==> src/rtl/issue_sched_if.sv <==
// Issue-queue handshake bundle between decode (master) and the issue
// scheduler queue (slave).
//   in_*      : up to two decoded instructions per cycle, [1] older, [0] younger
//   in_ready  : queue can take two entries this cycle
//   out_*     : issued instructions, [1] = queue head, [0] = head+1
//   out_ready : downstream consumes everything presented this cycle
//   occupancy : current entry count
interface issue_sched_if #(
  parameter int PTR_W = 3
);
  logic [1:0]       in_valid;
  logic [1:0][31:0] in_pc;
  logic [1:0][31:0] in_instr;
  logic [1:0][4:0]  in_rdst;
  logic [1:0][4:0]  in_ra1;
  logic [1:0][4:0]  in_ra2;
  logic [1:0]       in_branch;
  logic [1:0]       in_mem;
  logic             in_ready;

  logic [1:0]       out_valid;
  logic [1:0][31:0] out_pc;
  logic [1:0][31:0] out_instr;
  logic [1:0][4:0]  out_rdst;
  logic [1:0][4:0]  out_ra1;
  logic [1:0][4:0]  out_ra2;
  logic [1:0]       out_branch;
  logic [1:0]       out_mem;
  logic             out_ready;
  logic [PTR_W:0]   occupancy;

  modport master (
    output in_valid, in_pc, in_instr, in_rdst, in_ra1, in_ra2, in_branch, in_mem,
    output out_ready,
    input  in_ready, out_valid, out_pc, out_instr, out_rdst, out_ra1, out_ra2,
    input  out_branch, out_mem, occupancy
  );

  modport slave (
    input  in_valid, in_pc, in_instr, in_rdst, in_ra1, in_ra2, in_branch, in_mem,
    input  out_ready,
    output in_ready, out_valid, out_pc, out_instr, out_rdst, out_ra1, out_ra2,
    output out_branch, out_mem, occupancy
  );
endinterface

==> src/rtl/issue_sched_queue.sv <==
// Dual-issue instruction queue and issue scheduler.
// Circular FIFO of DEPTH decoded instructions; issues one or two per cycle
// in program order, pairing only when RAW, memory-port and branch/delay-slot
// rules allow.
//   clk, reset : clock, asynchronous active-high reset
//   flush      : synchronous discard of all queued entries
//   sq         : push/issue bundle (slave side), see issue_sched_if

// Per-slot output stage: zeroes an issue slot that is not valid.
module issue_sched_slot #(
  parameter int W = 81
) (
  input  logic         vld,
  input  logic [W-1:0] ent_i,
  output logic [W-1:0] ent_o
);
  assign ent_o = vld ? ent_i : '0;
endmodule

module issue_sched_queue #(
  parameter int DEPTH = 8,
  parameter int PTR_W = $clog2(DEPTH)
) (
  input  logic           clk,
  input  logic           reset,
  input  logic           flush,
  issue_sched_if.slave   sq
);
  localparam int CW = PTR_W + 1;

  typedef struct packed {
    logic [31:0] pc;
    logic [31:0] instr;
    logic [4:0]  rdst;
    logic [4:0]  ra1;
    logic [4:0]  ra2;
    logic        branch;
    logic        mem;
  } entry_t;

  entry_t ram [DEPTH];

  logic [PTR_W-1:0] head, tail, head_p1, tail_p1;
  logic [CW-1:0]    count;
  logic [PTR_W-1:0] push_n, pop_n;
  logic             in_ready;
  logic [1:0]       issue_v;
  entry_t           h_e, n_e, wr_first;
  entry_t [1:0]     in_e, slot_in, slot_out;

  assign head_p1 = head + PTR_W'(1);
  assign tail_p1 = tail + PTR_W'(1);
  assign h_e     = ram[head];
  assign n_e     = ram[head_p1];

  // Registered count only; a same-cycle pop never opens space.
  assign in_ready = (count <= CW'(DEPTH - 2));

  for (genvar s = 0; s < 2; s++) begin : g_in
    assign in_e[s] = '{pc: sq.in_pc[s], instr: sq.in_instr[s], rdst: sq.in_rdst[s],
                       ra1: sq.in_ra1[s], ra2: sq.in_ra2[s],
                       branch: sq.in_branch[s], mem: sq.in_mem[s]};
  end

  // Compaction: a lone slot [0] push lands at tail just like a lone slot [1].
  assign wr_first = sq.in_valid[1] ? in_e[1] : in_e[0];
  assign push_n   = in_ready ? (PTR_W'(sq.in_valid[1]) + PTR_W'(sq.in_valid[0])) : '0;
  assign pop_n    = sq.out_ready ? (PTR_W'(issue_v[1]) + PTR_W'(issue_v[0])) : '0;

  // Issue decision. A branch at the head never goes alone: it waits for its
  // delay slot and then always pairs with it, bypassing the hazard checks.
  always_comb begin
    issue_v = 2'b00;
    if (count != '0) begin
      if (h_e.branch) begin
        if (count >= CW'(2)) issue_v = 2'b11;
      end else if (count >= CW'(2) && !n_e.branch && !(h_e.mem && n_e.mem) &&
                   !(h_e.rdst != '0 && (h_e.rdst == n_e.ra1 || h_e.rdst == n_e.ra2))) begin
        issue_v = 2'b11;
      end else begin
        issue_v = 2'b10;
      end
    end
  end

  // Storage has no reset; only the pointers define what is live.
  always_ff @(posedge clk) begin
    if (in_ready && !flush) begin
      if (|sq.in_valid) ram[tail]    <= wr_first;
      if (&sq.in_valid) ram[tail_p1] <= in_e[0];
    end
  end

  always_ff @(posedge clk or posedge reset) begin
    if (reset) begin
      head  <= '0;
      tail  <= '0;
      count <= '0;
    end else if (flush) begin
      head  <= '0;
      tail  <= '0;
      count <= '0;
    end else begin
      head  <= head + pop_n;
      tail  <= tail + push_n;
      count <= count + CW'(push_n) - CW'(pop_n);
    end
  end

  assign slot_in[1] = h_e;
  assign slot_in[0] = n_e;

  for (genvar s = 0; s < 2; s++) begin : g_slot
    issue_sched_slot #(.W($bits(entry_t))) u_slot (
      .vld   (issue_v[s]),
      .ent_i (slot_in[s]),
      .ent_o (slot_out[s])
    );
    assign sq.out_pc[s]     = slot_out[s].pc;
    assign sq.out_instr[s]  = slot_out[s].instr;
    assign sq.out_rdst[s]   = slot_out[s].rdst;
    assign sq.out_ra1[s]    = slot_out[s].ra1;
    assign sq.out_ra2[s]    = slot_out[s].ra2;
    assign sq.out_branch[s] = slot_out[s].branch;
    assign sq.out_mem[s]    = slot_out[s].mem;
  end

  assign sq.out_valid = issue_v;
  assign sq.in_ready  = in_ready;
  assign sq.occupancy = count;
endmodule

==> src/flat_wrapper.sv <==
// flat-port wrapper written by rule: the top's interface ports become plain ports
module issue_sched_queue_flat 
#(
  parameter int DEPTH = 8,
  parameter int PTR_W = $clog2(DEPTH)
)
  (clk, reset, flush, sq_in_valid, sq_in_pc, sq_in_instr, sq_in_rdst, sq_in_ra1, sq_in_ra2, sq_in_branch, sq_in_mem, sq_out_ready, sq_in_ready, sq_out_valid, sq_out_pc, sq_out_instr, sq_out_rdst, sq_out_ra1, sq_out_ra2, sq_out_branch, sq_out_mem, sq_occupancy);
  issue_sched_if #(.PTR_W(PTR_W)) sq_i ();
  input  logic clk;
  input  logic reset;
  input  logic flush;
  input wire logic [$bits(sq_i.in_valid)-1:0] sq_in_valid;
  input wire logic [$bits(sq_i.in_pc)-1:0] sq_in_pc;
  input wire logic [$bits(sq_i.in_instr)-1:0] sq_in_instr;
  input wire logic [$bits(sq_i.in_rdst)-1:0] sq_in_rdst;
  input wire logic [$bits(sq_i.in_ra1)-1:0] sq_in_ra1;
  input wire logic [$bits(sq_i.in_ra2)-1:0] sq_in_ra2;
  input wire logic [$bits(sq_i.in_branch)-1:0] sq_in_branch;
  input wire logic [$bits(sq_i.in_mem)-1:0] sq_in_mem;
  input wire logic [$bits(sq_i.out_ready)-1:0] sq_out_ready;
  output wire logic [$bits(sq_i.in_ready)-1:0] sq_in_ready;
  output wire logic [$bits(sq_i.out_valid)-1:0] sq_out_valid;
  output wire logic [$bits(sq_i.out_pc)-1:0] sq_out_pc;
  output wire logic [$bits(sq_i.out_instr)-1:0] sq_out_instr;
  output wire logic [$bits(sq_i.out_rdst)-1:0] sq_out_rdst;
  output wire logic [$bits(sq_i.out_ra1)-1:0] sq_out_ra1;
  output wire logic [$bits(sq_i.out_ra2)-1:0] sq_out_ra2;
  output wire logic [$bits(sq_i.out_branch)-1:0] sq_out_branch;
  output wire logic [$bits(sq_i.out_mem)-1:0] sq_out_mem;
  output wire logic [$bits(sq_i.occupancy)-1:0] sq_occupancy;
  assign sq_i.in_valid = sq_in_valid;
  assign sq_i.in_pc = sq_in_pc;
  assign sq_i.in_instr = sq_in_instr;
  assign sq_i.in_rdst = sq_in_rdst;
  assign sq_i.in_ra1 = sq_in_ra1;
  assign sq_i.in_ra2 = sq_in_ra2;
  assign sq_i.in_branch = sq_in_branch;
  assign sq_i.in_mem = sq_in_mem;
  assign sq_i.out_ready = sq_out_ready;
  assign sq_in_ready = sq_i.in_ready;
  assign sq_out_valid = sq_i.out_valid;
  assign sq_out_pc = sq_i.out_pc;
  assign sq_out_instr = sq_i.out_instr;
  assign sq_out_rdst = sq_i.out_rdst;
  assign sq_out_ra1 = sq_i.out_ra1;
  assign sq_out_ra2 = sq_i.out_ra2;
  assign sq_out_branch = sq_i.out_branch;
  assign sq_out_mem = sq_i.out_mem;
  assign sq_occupancy = sq_i.occupancy;
  issue_sched_queue #(.DEPTH(DEPTH), .PTR_W(PTR_W)) u_core (.clk(clk), .reset(reset), .flush(flush), .sq(sq_i));
endmodule
==> config.mk <==
export PLATFORM = sky130hd
export DESIGN_NAME = issue_sched_queue_flat
export DESIGN_NICKNAME = d
export VERILOG_FILES = /design/src/rtl/issue_sched_if.sv /design/src/rtl/issue_sched_queue.sv /design/src/flat_wrapper.sv
export SDC_FILE = /design/constraint.sdc
export NUM_CORES = 2
export LEC_CHECK = 0
export CORE_UTILIZATION = 64
export CTS_CLUSTER_SIZE = 28
export DETAILED_ROUTE_END_ITERATION = 10
export PLACE_DENSITY = 0.95
export RECOVER_POWER = 50
export SETUP_SLACK_MARGIN = 0.3
export SLEW_MARGIN = 20
export SYNTH_ARGS = -nofsm -noshare
export SYNTH_HDL_FRONTEND = slang
export SYNTH_SLANG_ARGS = --single-unit
==> constraint.sdc <==
create_clock -name clk -period 21.6 [get_ports clk]
set_input_delay 4.32 -clock clk [delete_from_list [all_inputs] [get_ports clk]]
set_output_delay 4.32 -clock clk [all_outputs]
set_load 0.1 [all_outputs]
==> results.md <==
* Final worst path period share at 73.2%
* Cell area after technology mapping at 0.0386 sq mm
* Signed area change from the synthesized netlist to the final layout at 14.2%
* Net switching power at 0.00371 W
* Final std cell area, no fill at 0.0440 sq mm
* GRT Residual Overflow at 0
* Post-Syn Nets at 3342
* Critical Path Slowest Stage Cell: sky130_fd_sc_hd__clkbuf_1
* Status: complete, but fails checks
* Core Footprint at 0.0592 sq mm
* Global-route met3 utilization at 9.02%
* Syn. warnings at 0
* CTS tree: done
* Slew HR at -207%
* Mean instance size in the synthesized netlist at 12.2 sq um
* Number of detailed-route iterations in the first pass at 11
* Initial DRC count at 4924
* Routed WL per cell at 29.3 um
* Most frequent cell on the critical path: sky130_fd_sc_hd__clkbuf_1
* HPWL after DPL at 67500 um
* Fraction of registers with async set or reset after synthesis at 1.52%
* Number of global-route vias before repair at 30.5k
* Placer congestion estimate at 0.862
* Final Routed Wirelength at 120000 um
* Critical path fanouts, max at 50
* Failing checks: design-rule violations, max-capacitance violations, max-slew violations
* Type of element capturing the critical path: output pin
* Total internal power at 0.00352 W
* Number of setup violations in the final report at 0
* Chip Width at 247 um
* Setup Skew at 0.0336 ns
* Hold Fails Final Rpt at 0
* Seq cells post-synth at 658
* Leakage power figure at 14.4 nW
* Per-cell via count in the routed design at 7.49
* CP max stage delay at 2.78 ns
* H-tree levels at 3
* Top cell family by delay on the critical path: buffers and inverters
* Critical path, cell by cell: clkbuf_1 > clkbuf_1 > mux2i_1 > mux4_2 > and3_1 > a31o_2 > nor4_1 > clkbuf_1 > nor4b_1 > clkdlybuf4s50_1
* Synthesized instance count at 3157
* Via Count at 30.6k
* Total Negative Setup Slacks at 0 ns
* Global routing's busiest layer: met2
* Classification of the worst setup path: flop to output pin
* Combinational fraction of design power at 60.8%
* Critical path arrival at 11.49 ns
* Clock-pin slew on the worst setup and hold paths at 0.06 ns
* Top flip-flop cell by instance count after synthesis: sky130_fd_sc_hd__edfxtp_1
* Unique masters post-synth at 42
* Number of clock buffers inserted by TritonCTS at 69
* Worst-Skew Late Latency at 0.64 ns
* Post-route ant nets at 0
* Number of buffer and inverter stages on the critical path at 4
* Post-cts repair resize count at 0
* Number of flops mapped to enable cells by yosys at 648
* Effective utilization at floorplan at 65.1%
* CTS Hold Bufs at 0
* Global-route wire length before repair at 177000 um
* Number of sinks driven by the clock tree at 658
* Count of buffers added by post-CTS timing repair for setup at 0
* Min Hold Slack at 0.783 ns
* Unrepaired setup endpoints after global routing: no
* Global routing met2 resource utilization at 61.7%
* Routing usage on met1 at 47.5%
* Global routing usage summed across all routing layers at 38.9%
* Remaining routing DRC violations at 27
* Share of the core filled with cells in the final layout at 74.3%
* Max capacitance violation total at 13
* Overall die area at 0.0612 sq mm
* Number of antenna violations at the first check in global routing at 5
* Clock share of power at 16.1%
* Pin slew with the least headroom to its limit at 4.60 ns
* Total of buffers placed on input and output ports at 336
* Max-slew violation count at 474
* Post-placement cell area at 0.0420 sq mm
* Pwr dens at 164 mW/mm^2
* I/O pins at 337
* Highest attainable clock frequency at 63.3 MHz
* Startpoint type of the worst setup path: flop
* Required time of the worst setup path at 17.28 ns
* Tightest Hold Check Type: flop to flop
* Largest net degree at the start of global routing at 160
* Ratio of cells with drive above 1 in the final layout at 14.6%
* Part of the power in registers at 23.0%
* Root buf cell: sky130_fd_sc_hd__clkbuf_16
* Number of nets in the finished design at 3441
* Sequential element share of the synthesized area at 51.1%
* Peak supply drop at 0.260 mV
* Longest Clk Path Bufs at 3
* Die Y at 247 um
* Sum of internal, switching and leakage power at 0.00723 W
* Floorplan row count at 89
* Switching power share of the total at 51.3%
* Minimum period implied by the final worst setup slack at 15.81 ns
power by group through the flow:
stage               Combinational (W)  Sequential [W]  Clock (W)
finish                        0.00440         0.00167    0.00117
global placement              0.00424         0.00167          0
detailed placement            0.00431         0.00168          0
global route                  0.00451         0.00167    0.00121
CTS                           0.00435         0.00166    0.00116
floorplan                     0.00337         0.00166          0
worst paths after layout:
kind,startpoint,to,slack [ns],cells past startpoint
worst max-delay path,u_core.head[1]$_DFF_PP0_,sq_out_pc[29],5.79,10
worst min-delay path,u_core.tail[2]$_DFF_PP0_,u_core.tail[2]$_DFF_PP0_,0.78,2
worst max register to register,u_core.head[1]$_DFF_PP0_,u_core.sq.occupancy[2]$_DFF_PP0_,9.86,17
worst min register to register,u_core.tail[2]$_DFF_PP0_,u_core.tail[2]$_DFF_PP0_,0.78,2
max in group asynchronous,reset,u_core.head[2]$_DFF_PP0_,17.07,2
min in group asynchronous,reset,u_core.sq.occupancy[1]$_DFF_PP0_,4.17,2
synthesized netlist by cell type (2+ instances only):
master / instances / area (sq um)
sky130_fd_sc_hd__ha_1: 13 / 163
sky130_fd_sc_hd__buf_1: 100 / 375
sky130_fd_sc_hd__nor4b_2: 11 / 165
sky130_fd_sc_hd__nand3_1: 5 / 25.0
sky130_fd_sc_hd__dfrtp_1: 10 / 250
sky130_fd_sc_hd__clkbuf_1: 211 / 792
sky130_fd_sc_hd__mux4_2: 320 / 7210
sky130_fd_sc_hd__buf_2: 33 / 165
sky130_fd_sc_hd__mux2i_1: 255 / 2550
sky130_fd_sc_hd__o21ai_0: 7 / 35.0
sky130_fd_sc_hd__fa_1: 4 / 80.1
sky130_fd_sc_hd__buf_4: 3 / 22.5
sky130_fd_sc_hd__xnor2_1: 10 / 87.6
sky130_fd_sc_hd__nor4_4: 2 / 42.5
sky130_fd_sc_hd__nor2b_1: 6 / 37.5
sky130_fd_sc_hd__buf_6: 11 / 124
sky130_fd_sc_hd__xor2_1: 6 / 52.6
sky130_fd_sc_hd__edfxtp_1: 648 / 19500
sky130_fd_sc_hd__nand2_1: 7 / 26.3
sky130_fd_sc_hd__nand2b_1: 4 / 25.0
sky130_fd_sc_hd__a21oi_1: 649 / 3250
sky130_fd_sc_hd__nor4b_1: 69 / 604
sky130_fd_sc_hd__and2_1: 2 / 12.5
sky130_fd_sc_hd__inv_1: 16 / 60.1
sky130_fd_sc_hd__nor2_1: 737 / 2770
sky130_fd_sc_hd__o31ai_1: 2 / 15.0
sequential cells by signal, summed over array words and instances (netlist names):
register and flops:
u_core.ram 648, u_core.sq.occupancy 4, u_core.head 3, u_core.tail 3
stage by stage:
stage	setup WS (ns)	std cells
after global routing	5.09	4076
after global placement	10.97	3958
after CTS	10.02	4072
final	5.79	4081
after floorplan	9.31	3157
after detailed placement	10.69	3958
cell families (layout without fill, tap and decap cells):
group           after synthesis  in the layout  share of synthesized area (%)
other cells                   0              9                              0
xor+xnor                     17             17                          0.406
mux                         576            576                           25.4
compound gates              662            662                           8.64
fa+ha+maj                    17             17                          0.630
simple gates                851            851                           9.76
buf+inv                     376            518                           4.08
flops                       658            658                           51.1
routing by layer:
| metal | part of all wire [%] | wire [um] |
|---|---|---|
| met1 | 30 | 36200 |
| met5 | 0.011 | 13 |
| met3 | 15 | 17800 |
| met4 | 7.4 | 8870 |
| met2 | 48 | 56900 |
cell usage in the layout, fill, tap and decap left out, types with 30 or more instances in the layout:
master and count:
sky130_fd_sc_hd__mux4_2 320, sky130_fd_sc_hd__edfxtp_1 648, sky130_fd_sc_hd__a21oi_1 649, sky130_fd_sc_hd__nor4b_1 69, sky130_fd_sc_hd__mux2i_1 255, sky130_fd_sc_hd__clkbuf_1 30, sky130_fd_sc_hd__buf_4 41, sky130_fd_sc_hd__clkbuf_16 71
sky130_fd_sc_hd__nor2_1 737, sky130_fd_sc_hd__clkdlybuf4s50_1 330
tightest hold or removal path, delay by kind of cell (launching register included):
kind	cells	cell delay (ns)
xor gates and xnor gates	1	0.20
DFF	1	0.51
and+or+nand+nor	1	0.04
layout make-up:
type	count	area, sq um
antenna	9	22.5
tap	773	967
sequential	658	19700
clock buffer	91	1860
fill	3345	15200
inverter	16	60.1
clock inverter	23	246
multi-input combinational	2123	17400
timing repair buffer	388	3720
Power figures use the tool's default switching activity.
